$ cat src/rtl/alu_issue.sv
// Issue sequencer between decode and the ALU: fetches operands from the register file,
// runs one instruction through the ALU and writes the result and flags back.
module alu_issue #(
  parameter int DATA_W = 16,
  parameter int REG_AW = 4
) (
  input  logic              clk,
  input  logic              rst,
  input  logic              instr_valid,
  output logic              instr_ready,
  input  logic [15:0]       instr,
  input  logic              instr_ar,
  output logic [REG_AW-1:0] rf_raddr1,
  output logic [REG_AW-1:0] rf_raddr2,
  input  logic [DATA_W-1:0] rf_rdata1,
  input  logic [DATA_W-1:0] rf_rdata2,
  output logic              rf_we,
  output logic [REG_AW-1:0] rf_waddr,
  output logic [DATA_W-1:0] rf_wdata,
  output logic [3:0]        alu_opcode,
  output logic              alu_ar_flag,
  output logic [DATA_W-1:0] alu_src1,
  output logic [DATA_W-1:0] alu_src2,
  output logic              alu_out_en,
  input  logic [DATA_W-1:0] alu_out,
  input  logic [3:0]        alu_flags,
  output logic [3:0]        flags,
  output logic              done,
  output logic              err
);

  typedef enum logic [2:0] {IDLE, READ, OPER, EXEC, WB} state_t;

  localparam logic [3:0] OP_DIV = 4'h6;

  state_t            state;
  logic [REG_AW-1:0] rd_q;

  function automatic logic is_legal(input logic [3:0] op);
    return (op >= 4'h3) && (op <= 4'hB);
  endfunction

  // rf_wdata doubles as the captured ALU result, so no separate result register is kept.
  always_ff @(posedge clk) begin
    if (rst) begin
      state       <= IDLE;
      instr_ready <= 1'b1;
      rd_q        <= '0;
      rf_raddr1   <= '0;
      rf_raddr2   <= '0;
      rf_we       <= 1'b0;
      rf_waddr    <= '0;
      rf_wdata    <= '0;
      alu_opcode  <= 4'h0;
      alu_ar_flag <= 1'b0;
      alu_src1    <= '0;
      alu_src2    <= '0;
      alu_out_en  <= 1'b0;
      flags       <= 4'h0;
      done        <= 1'b0;
      err         <= 1'b0;
    end else begin
      case (state)
        IDLE: begin
          if (instr_valid) begin
            instr_ready <= 1'b0;
            alu_opcode  <= instr[15:12];
            alu_ar_flag <= instr_ar;
            rd_q        <= instr[8 +: REG_AW];
            rf_raddr1   <= instr[4 +: REG_AW];
            rf_raddr2   <= instr[0 +: REG_AW];
            if (is_legal(instr[15:12])) begin
              state <= READ;
            end else begin
              state <= WB;
              done  <= 1'b1;
              err   <= 1'b1;
            end
          end
        end
        READ: begin
          state <= OPER;
        end
        OPER: begin
          // Division by zero is caught here so the ALU never sees it.
          if ((alu_opcode == OP_DIV) && (rf_rdata2 == '0)) begin
            state <= WB;
            done  <= 1'b1;
            err   <= 1'b1;
          end else begin
            alu_src1   <= rf_rdata1;
            alu_src2   <= rf_rdata2;
            alu_out_en <= 1'b1;
            state      <= EXEC;
          end
        end
        EXEC: begin
          alu_out_en <= 1'b0;
          rf_wdata   <= alu_out;
          rf_waddr   <= rd_q;
          rf_we      <= 1'b1;
          done       <= 1'b1;
          state      <= WB;
        end
        WB: begin
          if (!err) begin
            flags <= alu_flags;
          end
          rf_we       <= 1'b0;
          rf_waddr    <= '0;
          rf_wdata    <= '0;
          done        <= 1'b0;
          err         <= 1'b0;
          alu_opcode  <= 4'h0;
          alu_ar_flag <= 1'b0;
          instr_ready <= 1'b1;
          state       <= IDLE;
        end
        default: begin
          state       <= IDLE;
          instr_ready <= 1'b1;
        end
      endcase
    end
  end

endmodule

$ cat config.mk
export PLATFORM = sky130hd
export DESIGN_NAME = alu_issue
export DESIGN_NICKNAME = d
export VERILOG_FILES = /design/src/rtl/alu_issue.sv
export SDC_FILE = /design/constraint.sdc
export NUM_CORES = 1
export LEC_CHECK = 0
export BUFFER_PORTS_ARGS = -buffer_cell sky130_fd_sc_hd__clkbuf_2
export CORE_UTILIZATION = 54
export CTS_BUF_LIST = sky130_fd_sc_hd__clkbuf_4
export DETAILED_ROUTE_END_ITERATION = 8
export GPL_TIMING_DRIVEN = 1
export PLACE_DENSITY = 0.85
export SKIP_CTS_REPAIR_TIMING = 1
export SYNTH_ARGS = -nofsm -noshare
export SYNTH_HDL_FRONTEND = slang
export SYNTH_SLANG_ARGS = --single-unit
$ cat constraint.sdc
create_clock -name clk -period 3.3 [get_ports clk]
set_input_delay 0.495 -clock clk [delete_from_list [all_inputs] [get_ports clk]]
set_output_delay 0.495 -clock clk [all_outputs]
set_load 0.01 [all_outputs]
; ---- Word-level counts from Yosys, hierarchy flattened
; Index checks and enable logic that the tools add are counted.
[classes]
addsub = 0
mul = 0
div_mod_pow = 0
magnitude_cmp = 2
n_eq_ne = 9
shift = 0
muxes = 20
bitwise = 3
n_reduce_logical = 18
[op_table]
columns = operator, count
row1 = 16-bit one-hot mux with 2 select lines, 1
row2 = 16-bit logical NOT, 1
row3 = 4-bit one-hot mux with 2 select lines, 2
row4 = 3-bit one-hot mux with 4 select lines, 1
row5 = 2-bit AND reduction, 6
row6 = 3-bit two-way mux, 3
row7 = 2-bit != test (second input constant), 4
row8 = 1-bit one-hot mux with 2 select lines, 4
row9 = 4-bit AND reduction, 2
row10 = 3-bit by 2-bit equality test with 1-bit output (second input constant), 2
row11 = 1-bit two-way mux, 6
row12 = 2-bit nonzero test, 3
row13 = 4-bit by 3-bit equality test with 1-bit output (second input constant), 1
row14 = 4-bit by 2-bit greater-or-equal comparator with 1-bit output (second input constant), 1
row15 = 4-bit less-or-equal comparator (second input constant), 1
row16 = 4-bit two-way mux, 1
row17 = 1-bit one-hot mux with 4 select lines, 1
row18 = 4-bit nonzero test, 1
row19 = 3-bit by 1-bit equality test with 1-bit output (second input constant), 1
row20 = 3-bit equality test (second input constant), 1
row21 = 3-bit logical NOT, 1
row22 = 1-bit NOT, 3
row23 = 1-bit one-hot mux with 3 select lines, 1
row24 = 3-bit nonzero test, 1
row25 = 2 further kinds, 3
[word_totals]
ff_bits = 81
latch_bits = 0
ramBits = 0
romBits = 0
output_inout_bits = 74
elab_cells = 68
memories = 0

; ---- Longest topological paths before layout
; Gate-level depths: netlist of the first run.
[depth]
depth_word = 5
ltp_mapped = 7

; ---- Worst setup path before layout of the first run
; OpenSTA, ideal clock, no wires.
[synth_timing]
path_type = in2reg
start = in rf_rdata2[3]
end = reg alu_src1[12]
setup_time_ps = 137
t_arrival_ps = 1775
slack_ps = 1388
cell_stages = 6
path_buffers = 2
path_cell_list = or4_1 or2_1 buf_6 buf_2 a21oi_2 o311ai_2
[synth_between]
elab_chain_cells = 4
[synth_rtl]
columns = element, line_no
row1 = start: declaration, 16  ; input logic [DATA_W-1:0] rf_rdata2,
row2 = 16-bit logical NOT, 86  ; if ((alu_opcode == OP_DIV) && (rf_rdata2 == '0)) begin
row3 = 1-bit logical AND, 86
row4 = 1-bit NOT (no line), --
row5 = 2-bit AND reduction (no line), --
row6 = end signal: assignment, 91  ; alu_src1 <= rf_rdata1;
row7 = end: declaration, 22  ; output logic [DATA_W-1:0] alu_src1,
; Every way passes these cells.
; A chain may end at the register's enable or synchronous reset.

; ---- Worst setup path in the final report of the first run
[layout_timing]
start = reg state[0]
end = reg rf_wdata[3]
[layout_between]
elab_chain_cells = 2
elab_cells_between_ends = 4
classes_between = eq/ne (2) / mux (1) / reduce/logical (1)
[layout_rtl]
columns = element, line_no
row1 = start: declaration, 36  ; state_t state;
row2 = start signal: assignment, 46  ; state <= IDLE;
row3 = start signal: assignment, 73  ; state <= READ;
row4 = start signal: assignment, 75  ; state <= WB;
row5 = 3-bit equality test / 3-bit by 2-bit equality test with 1-bit output (equally long branches), 63  ; case (state)
row6 = 16-bit one-hot mux with 2 select lines / 2-bit nonzero test (equally long branches), --
row7 = end signal: assignment, 99  ; rf_wdata <= alu_out;
row8 = end: declaration, 19  ; output logic [DATA_W-1:0] rf_wdata,
; Several ways; a longest one is shown, not always the timed one.

==> results of run 1 <==
-- kinds of logic after synthesis --
| group | share of synthesized area |
|---|---|
| muxes | 0.0111 |
| and+or+nand+nor | 0.264 |
| AOI/OAI and AO/OA | 0.217 |
| DFF | 0.451 |
| buffers and inverters | 0.0561 |
-- cell usage in the layout, fill, tap and decap left out, drive strengths merged, types with 3 or more instances in the layout --
cell type,n
a2bb2oi,8
nor2b,9
bufinv,3
o311ai,17
a22oi,28
clkinv,3
a311o,8
inv,9
nand3,10
clkbuf,154
a21oi,31
nand2,65
nor2,61
dfxtp,81
and3,18
nor3,9
o21ai,4
mux2i,4
buf,5
nand2b,16
-- metrics by stage --
step           hold slack (ns)  utilization  total power, mW  std cells
6_report                 0.284        0.700             2.24        641
3_3_place_gp             0.430        0.671             1.52        625
2_1_floorplan            0.437            -             1.37        434
5_1_grt                  0.261        0.700             2.35        641
3_5_place_dp             0.446        0.671             1.53        625
4_1_cts                  0.254        0.700             2.26        641
-- flip-flops by register name, indices dropped and copies added, names as in the netlist, 3 cells and up --
signal,flops
alu_opcode,4
rd_q,4
state,3
flags,4
rf_waddr,4
alu_src2,16
rf_raddr2,4
rf_raddr1,4
alu_src1,16
rf_wdata,16
-- layer usage --
metal  GRT usage  up-vias  routed length [um]
met5           0        -                   0
met4       0.117        0                 174
met3      0.0514       15                 611
met2       0.398      155                4240
met1       0.352     1646                3900
li1            -     1783                   -
-- tightest hold or removal path, delay by kind of cell --
kind	cells	cell delay (ns)
simple gates	1	0.04
compound gates	1	0.05
buf+inv	1	0.08
-- final timing paths --
check | start | endpoint | cells past startpoint
setup / recovery | state[0] | rf_wdata[3] | 5
setup reg to reg | state[0] | rf_wdata[3] | 5
hold reg to reg | alu_out_en | alu_out_en | 2
hold / removal | instr[9] | rd_q[1] | 3
-- report_power, final --
part	switching, mW	total (mW)	internal, mW
clock	0.347	0.732	0.385
combinational	0.228	0.403	0.174
sequential	0.0551	1.11	1.05
total	0.630	2.24	1.61
-- layout make-up --
cell class                      count  area [um^2]
Inverter                            8         30.0
Timing Repair Buffer              150          763
Clock inverter                      7          118
Clock buffer                        9         67.6
Multi-Input combinational cell    309         1780
Tap cell                           77         96.3
Sequential cell                    81         1620
Fill cell                         543         1910
==> flow_summary.json, run 1 <==
{
  "slowest_delay_ns": 0.74,
  "synth-main-ff-cell": "dfxtp_1",
  "synth_edf_count": 0,
  "dp_hpwl_um": 6150,
  "ioPinCount": 146,
  "finalSetupTns_ns": 0,
  "cp_max_fo": 22,
  "pre_cts_slack_ns": 1.18,
  "fin_area_um2": 4470,
  "clk_pin_slew_worst_paths_ns": 0.13,
  "synthTopCellsByArea": "dfxtp_1 (45%), nand2_1 (6.8%), nor2_1 (6.2%), a22oi_1 (5.8%), a21oi_1 (4.2%)",
  "cts_tree": "built",
  "numPortBuffers": 145,
  "yosys.area.top_type": "dfxtp_1",
  "hold_violations": 0,
  "status": "complete, no violations",
  "gr-total-overflow": 0,
  "dr.first_iter.drc_count": 215,
  "htree_levels": 3,
  "synthArstFlopShare": 0,
  "crit_arrival_ns": 2.29,
  "cts_root_buf": "clkbuf_4",
  "fin_crit_ns": 2.00,
  "die_w_um": 83.6,
  "synth_seq_cells": 81,
  "ir_drop_v": 0.000336,
  "antenna_found_initial": 0,
  "setup-violations-final": 0,
  "max-cap-violations": 0,
  "vias": 3599,
  "cts.path.max_buffers": 2,
  "startpoint_type": "register",
  "yosysWarnings": 0,
  "layout_setup_ws_ns": 1.30,
  "synth_seq_area_share": 0.451,
  "maxSlewHeadroom": 0.393,
  "wire_per_inst_um": 13.9,
  "rows": 29,
  "start_util": 0.563,
  "synth_fp_nets": 506,
  "rrSetupSlack_ns": 1.30,
  "grt_max_degree": 70,
  "cts_sinks": 81,
  "viasPerCell": 5.61,
  "coreArea_um2": 6390,
  "synth.most_common_cell": "dfxtp_1",
  "clock.fmax_mhz": 500,
  "synth_common_cells": "dfxtp_1 (81), nand2_1 (65), nor2_1 (59)",
  "crit_required_ns": 3.59,
  "tightest_slew_ns": 0.909,
  "worstSetupEndpointType": "register",
  "crit_family": "simple AND/OR/NAND/NOR gates",
  "path_class": "register to register",
  "finClkSkew_ns": 0.0135,
  "cp_slowest_cell": "and3b_1",
  "ys_types": 41,
  "avgSynthCellArea_um2": 8.28,
  "critPathBufInv": 1,
  "gp_congestion": 0.837,
  "drt_first_pass_iters": 5,
  "rsz0062_at_grt": "no",
  "postSynthCellCount": 434,
  "grtUsageTotal": 0.259,
  "n_antenna_cell": 0,
  "path_cells": "and3b_1, a21oi_1, buf_4, a22oi_1, nor2_1",
  "p_per_area_nw_per_um2": 502,
  "route.detailed.drc": 0,
  "drt_wl_total_um": 8930,
  "final_net_count": 631,
  "fp.dieH_um": 83.6,
  "synth_top_cell_area_share": 0.451,
  "detail-route-antenna-nets": 0,
  "leakagePower_nw": 2.09,
  "place_area_um2": 4290,
  "finalCritPeriodShare": 0.606,
  "clock_latency_ns": 0.41,
  "numCtsBuffers": 9,
  "grt_first_pass_wirelength_um": 14800,
  "hold_path.class": "input pin to register",
  "area.growth.synth_to_final_pct": 24.4,
  "layout-drive-gt1-share": 0.319,
  "grt_pass1_vias": 3264,
  "die_area_um2": 6980,
  "drv_slew": 0,
  "synth.cell_area_um2": 3590
}
(Power assumes the default switching activity.)
==> run 2, diff against run 1 <==
CORE_UTILIZATION = 50   (was 54)
PLACE_DENSITY = 0.79   (was 0.85)
clock period = 2.1 ns   (was 3.3 ns; I/O delays follow)
==> flow_summary.json, run 2 (same netlist as run 1, synthesis figures left out) <==
{
  "finalCritPeriodShare": 0.813,
  "fin_crit_ns": 1.71,
  "viasPerCell": 5.50,
  "dp_hpwl_um": 6170,
  "grtUsageTotal": 0.249,
  "critPathBufInv": 1,
  "hold_path.class": "input pin to register",
  "cts_sinks": 81,
  "clock_latency_ns": 0.41,
  "max-cap-violations": 0,
  "vias": 3654,
  "final_cell_mix": "clkbuf_2 (145), dfxtp_1 (81), nand2_1 (65)",
  "crit_arrival_ns": 2.01,
  "fin_area_um2": 4540,
  "cts_root_buf": "clkbuf_4",
  "slowest_delay_ns": 0.62,
  "path_class": "register to register",
  "drv_slew": 0,
  "r2r_start": "state[2]",
  "dr.first_iter.drc_count": 289,
  "clock.fmax_mhz": 586,
  "largestRegisters": "alu_src1: 16 flops, alu_src2: 16 flops, rf_wdata: 16 flops",
  "gp_congestion": 0.856,
  "antenna_found_initial": 0,
  "leakagePower_nw": 2.11,
  "setup-violations-final": 0,
  "final_net_count": 635,
  "hold_start": "instr[11]",
  "fp.dieH_um": 86.8,
  "numCtsBuffers": 9,
  "ioPinCount": 146,
  "die_area_um2": 7530,
  "worstSetupEndpointType": "register",
  "p_per_area_nw_per_um2": 752,
  "layout-drive-gt1-share": 0.320,
  "grt_first_pass_wirelength_um": 14800,
  "gr-total-overflow": 0,
  "coreArea_um2": 6870,
  "startpoint_type": "register",
  "cp_max_fo": 13,
  "numPortBuffers": 145,
  "path_cells": "inv_1, nor3_2, mux2i_1, nor2_1",
  "cp_slowest_cell": "dfxtp_1",
  "area.growth.synth_to_final_pct": 26.3,
  "cts_tree": "built",
  "n_antenna_cell": 0,
  "crit_family": "flip-flops",
  "crit_required_ns": 2.40,
  "highest_layer": "met4",
  "final_common_cell": "clkbuf_2",
  "finalSetupTns_ns": 0,
  "rows": 30,
  "wl_met2_um": 4400,
  "maxSlewHeadroom": 0.405,
  "startpoint": "state[2]",
  "start_util": 0.523,
  "grt_max_degree": 70,
  "rsz0062_at_grt": "no",
  "drt_wl_total_um": 9100,
  "wl_met1_um": 3920,
  "drt_first_pass_iters": 4,
  "cts.path.max_buffers": 2,
  "htree_levels": 3,
  "tightest_slew_ns": 0.891,
  "wire_per_inst_um": 13.7,
  "route.detailed.drc": 0,
  "met3_length_um": 686,
  "finClkSkew_ns": 0.00840,
  "die_w_um": 86.8,
  "clk_pin_slew_worst_paths_ns": 0.13,
  "detail-route-antenna-nets": 0,
  "hold_violations": 0,
  "status": "complete, no violations",
  "grt_pass1_vias": 3383,
  "nFillCells": 590,
  "ir_drop_v": 0.000432,
  "place_area_um2": 4380
}
run 2: cell types whose count changed in the layout (fill, tap and decap cells not counted), sizes merged:
| cell | previous run | this run |
|---|---|---|
| buf | 5 | 9 |
| bufinv | 3 | 2 |
| clkinv | 3 | 4 |
run 2: final timing paths:
| path | endpoint | slack (ns) | depth (start not counted) |
|---|---|---|---|
| worst max-delay path | flags[3] | 0.39 | 4 |
| worst max register to register | flags[3] | 0.39 | 4 |
| worst min-delay path | rd_q[3] | 0.11 | 3 |
| worst min register to register | rf_raddr1[1] | 0.46 | 2 |
run 2: power breakdown:
part           total [mW]  leakage [nW]  switching, mW  internal [mW]
Combinational       0.649          1.37          0.362          0.287
Sequential           1.74         0.658         0.0864           1.66
Clock                1.02        0.0856          0.539          0.484
run 2: area by class of cell:
type | count | area, um^2 | share of cell area
Clock inverter | 7 | 93.8 | 0.0207
Multi-Input combinational cell | 309 | 1780 | 0.391
Clock buffer | 9 | 67.6 | 0.0149
Sequential cell | 81 | 1620 | 0.357
Tap cell | 96 | 120 | 0.0265
Timing Repair Buffer | 154 | 831 | 0.183
Inverter | 8 | 30.0 | 0.00662
run 2: stage by stage:
stage               power (mW)  setup slack, ns  hold slack (ns)   util  cells
floorplan                 2.16            0.368            0.437      -    434
global placement          2.40            0.292            0.433  0.637    648
detailed placement        2.42            0.276            0.447  0.637    648
CTS                       3.44            0.410           0.0791  0.661    664
global route              3.60            0.221           0.0504  0.661    664
finish                    3.41            0.393            0.105  0.661    664
run 2: worst reg2reg max path, cell delays in order, from the launching register on:
cell,delay [ns]
dfxtp_1,0.62
inv_1,0.22
nor3_2,0.45
mux2i_1,0.26
nor2_1,0.05
run 2: metal layers:
layer | vias to the layer above | track usage
met5 | - | 0
met4 | 0 | 0.0848
met3 | 10 | 0.0848
met2 | 133 | 0.421
met1 | 1715 | 0.295
li1 | 1796 | -
==> run 3, diff against run 2 <==
clock period = 1.69 ns   (was 2.1 ns; I/O delays follow)
==> flow_summary.json, run 3 (same netlist as run 1, synthesis figures left out) <==
{
  "status": "complete, no violations",
  "drt_first_pass_iters": 5,
  "slowest_delay_ns": 0.52,
  "power.total_mw": 4.10,
  "finClkSkew_ns": 0.0167,
  "start_util": 0.523,
  "die_area_um2": 7530,
  "layout-drive-gt1-share": 0.341,
  "dr.first_iter.drc_count": 158,
  "ioPinCount": 146,
  "nFillCells": 587,
  "worstSetupEndpointType": "register",
  "crit_required_ns": 2.00,
  "hold_path.class": "input pin to register",
  "clk_pin_slew_worst_paths_ns": 0.15,
  "grt_first_pass_wirelength_um": 15400,
  "pre_cts_slack_ns": -0.112,
  "crit_path_frequent_cell": "buf_4",
  "final_core_util": 0.680,
  "viasPerCell": 5.48,
  "cts.path.max_buffers": 2,
  "layout_setup_ws_ns": 0.123,
  "antenna_found_initial": 0,
  "multi_input_area_um2": 1790,
  "rr_endpoint": "rf_wdata[0]",
  "coreArea_um2": 6870,
  "maxSlewHeadroom": 0.400,
  "numCtsBuffers": 9,
  "setup-violations-final": 0,
  "max-cap-violations": 0,
  "cp_max_fo": 20,
  "grtUsageTotal": 0.256,
  "route.detailed.drc": 0,
  "rrSetupSlack_ns": 0.12,
  "grt_max_degree": 49,
  "rsz0062_at_grt": "no",
  "cts_tree": "built",
  "tightest_slew_ns": 0.900,
  "vias": 3735,
  "gp_congestion": 0.817,
  "fp.dieH_um": 86.8,
  "r2r_cells": 6,
  "startpoint_type": "register",
  "final_cell_mix": "clkbuf_2 (145), dfxtp_1 (81), nand2_1 (65)",
  "htree_levels": 3,
  "area.growth.synth_to_final_pct": 29.9,
  "grt_pass1_vias": 3516,
  "hold_violations": 0,
  "crit_arrival_ns": 1.87,
  "drv_slew": 0,
  "cts_sinks": 81,
  "final_net_count": 653,
  "fin_area_um2": 4670,
  "fin_crit_ns": 1.57,
  "finalCritPeriodShare": 0.927,
  "ir_drop_v": 0.000494,
  "die_w_um": 86.8,
  "clock_latency_ns": 0.43,
  "largestRegisters": "alu_src1: 16 flops, alu_src2: 16 flops, rf_wdata: 16 flops",
  "holdPathStages": 3,
  "drt_wl_total_um": 9560,
  "dp_hpwl_um": 6630,
  "path_class": "register to register",
  "cts_root_buf": "clkbuf_4",
  "leakagePower_nw": 2.18,
  "r2r_start": "state[0]",
  "wire_per_inst_um": 14.0,
  "place_area_um2": 4480,
  "p_per_area_nw_per_um2": 877,
  "finalSetupTns_ns": 0,
  "n_antenna_cell": 0,
  "hold_start": "instr[11]",
  "rows": 30,
  "detail-route-antenna-nets": 0,
  "min_to": "rd_q[3]",
  "cp_slowest_cell": "dfxtp_1",
  "regArea_um2": 1620,
  "gr-total-overflow": 0,
  "clock.fmax_mhz": 638,
  "numPortBuffers": 145,
  "final_common_cell": "clkbuf_2",
  "path_cells": "buf_4, and3b_1, a21oi_1, buf_4, a22oi_1, nor2_1"
}
run 3: cell count changes in the layout (fill, tap and decap cells not counted):
cell	previous run	this run
buf_4	6	20
dlygate4sd3_1	0	4
bufinv_16	2	0
nor2_4	0	1
inv_6	1	2
nor4b_2	0	2
inv_8	0	1
clkinv_1	2	0
nor4b_1	2	0
clkinvlp_4	0	2
nor2_2	2	1
run 3: per-layer routing:
| metal | vias up | wire length, um | track usage |
|---|---|---|---|
| met3 | 19 | 655 | 0.0600 |
| met1 | 1722 | 4080 | 0.307 |
| met5 | - | 0 | 0 |
| met2 | 159 | 4630 | 0.439 |
| li1 | 1835 | - | - |
| met4 | 0 | 189 | 0.108 |
run 3: power breakdown:
group / switching, mW / internal, mW / leakage (nW)
Sequential: 0.101 / 2.06 / 0.658
Clock: 0.742 / 0.327 / 0.0650
Combinational: 0.476 / 0.391 / 1.46
Total: 1.32 / 2.78 / 2.18
run 3: how the worst max path moves through the flow:
stage | end | slack, ns | cells after the start | startpoint
final | rf_wdata[0] | 0.12 | 6 | state[0]
after global routing | rf_wdata[0] | 0.01 | 6 | state[2]
after CTS | alu_src2[7] | 0.03 | 5 | alu_opcode[2]
after detailed placement | alu_src1[6] | -0.11 | 5 | rf_rdata2[0]
after global placement | alu_src1[1] | -0.05 | 6 | rf_rdata2[0]
after floorplan | alu_src1[12] | 0.02 | 6 | rf_rdata2[3]
run 3: per-stage QoR:
stage	cells	hold WS [ns]
final	682	0.0224
after global routing	682	0.00437
after CTS	678	0.000221
after detailed placement	662	0.442
after global placement	662	0.432
after floorplan	434	0.389
run 3: cell type report:
class | instances | share of cell area
multi-input cells | 309 | 0.384
flip-flops and latches | 81 | 0.347
repair buffers | 172 | 0.209
well taps | 96 | 0.0257
clock buffers | 9 | 0.0145
clock inverters | 7 | 0.0131
inverters | 8 | 0.00643
run 3: worst max-delay path, delay by kind of cell, from the launching register on:
kind,cells,cell delay (ns)
AO/OA/AOI/OAI,2,0.24
buffers and inverters,2,0.40
flip-flops,1,0.52
AND/OR/NAND/NOR,2,0.28
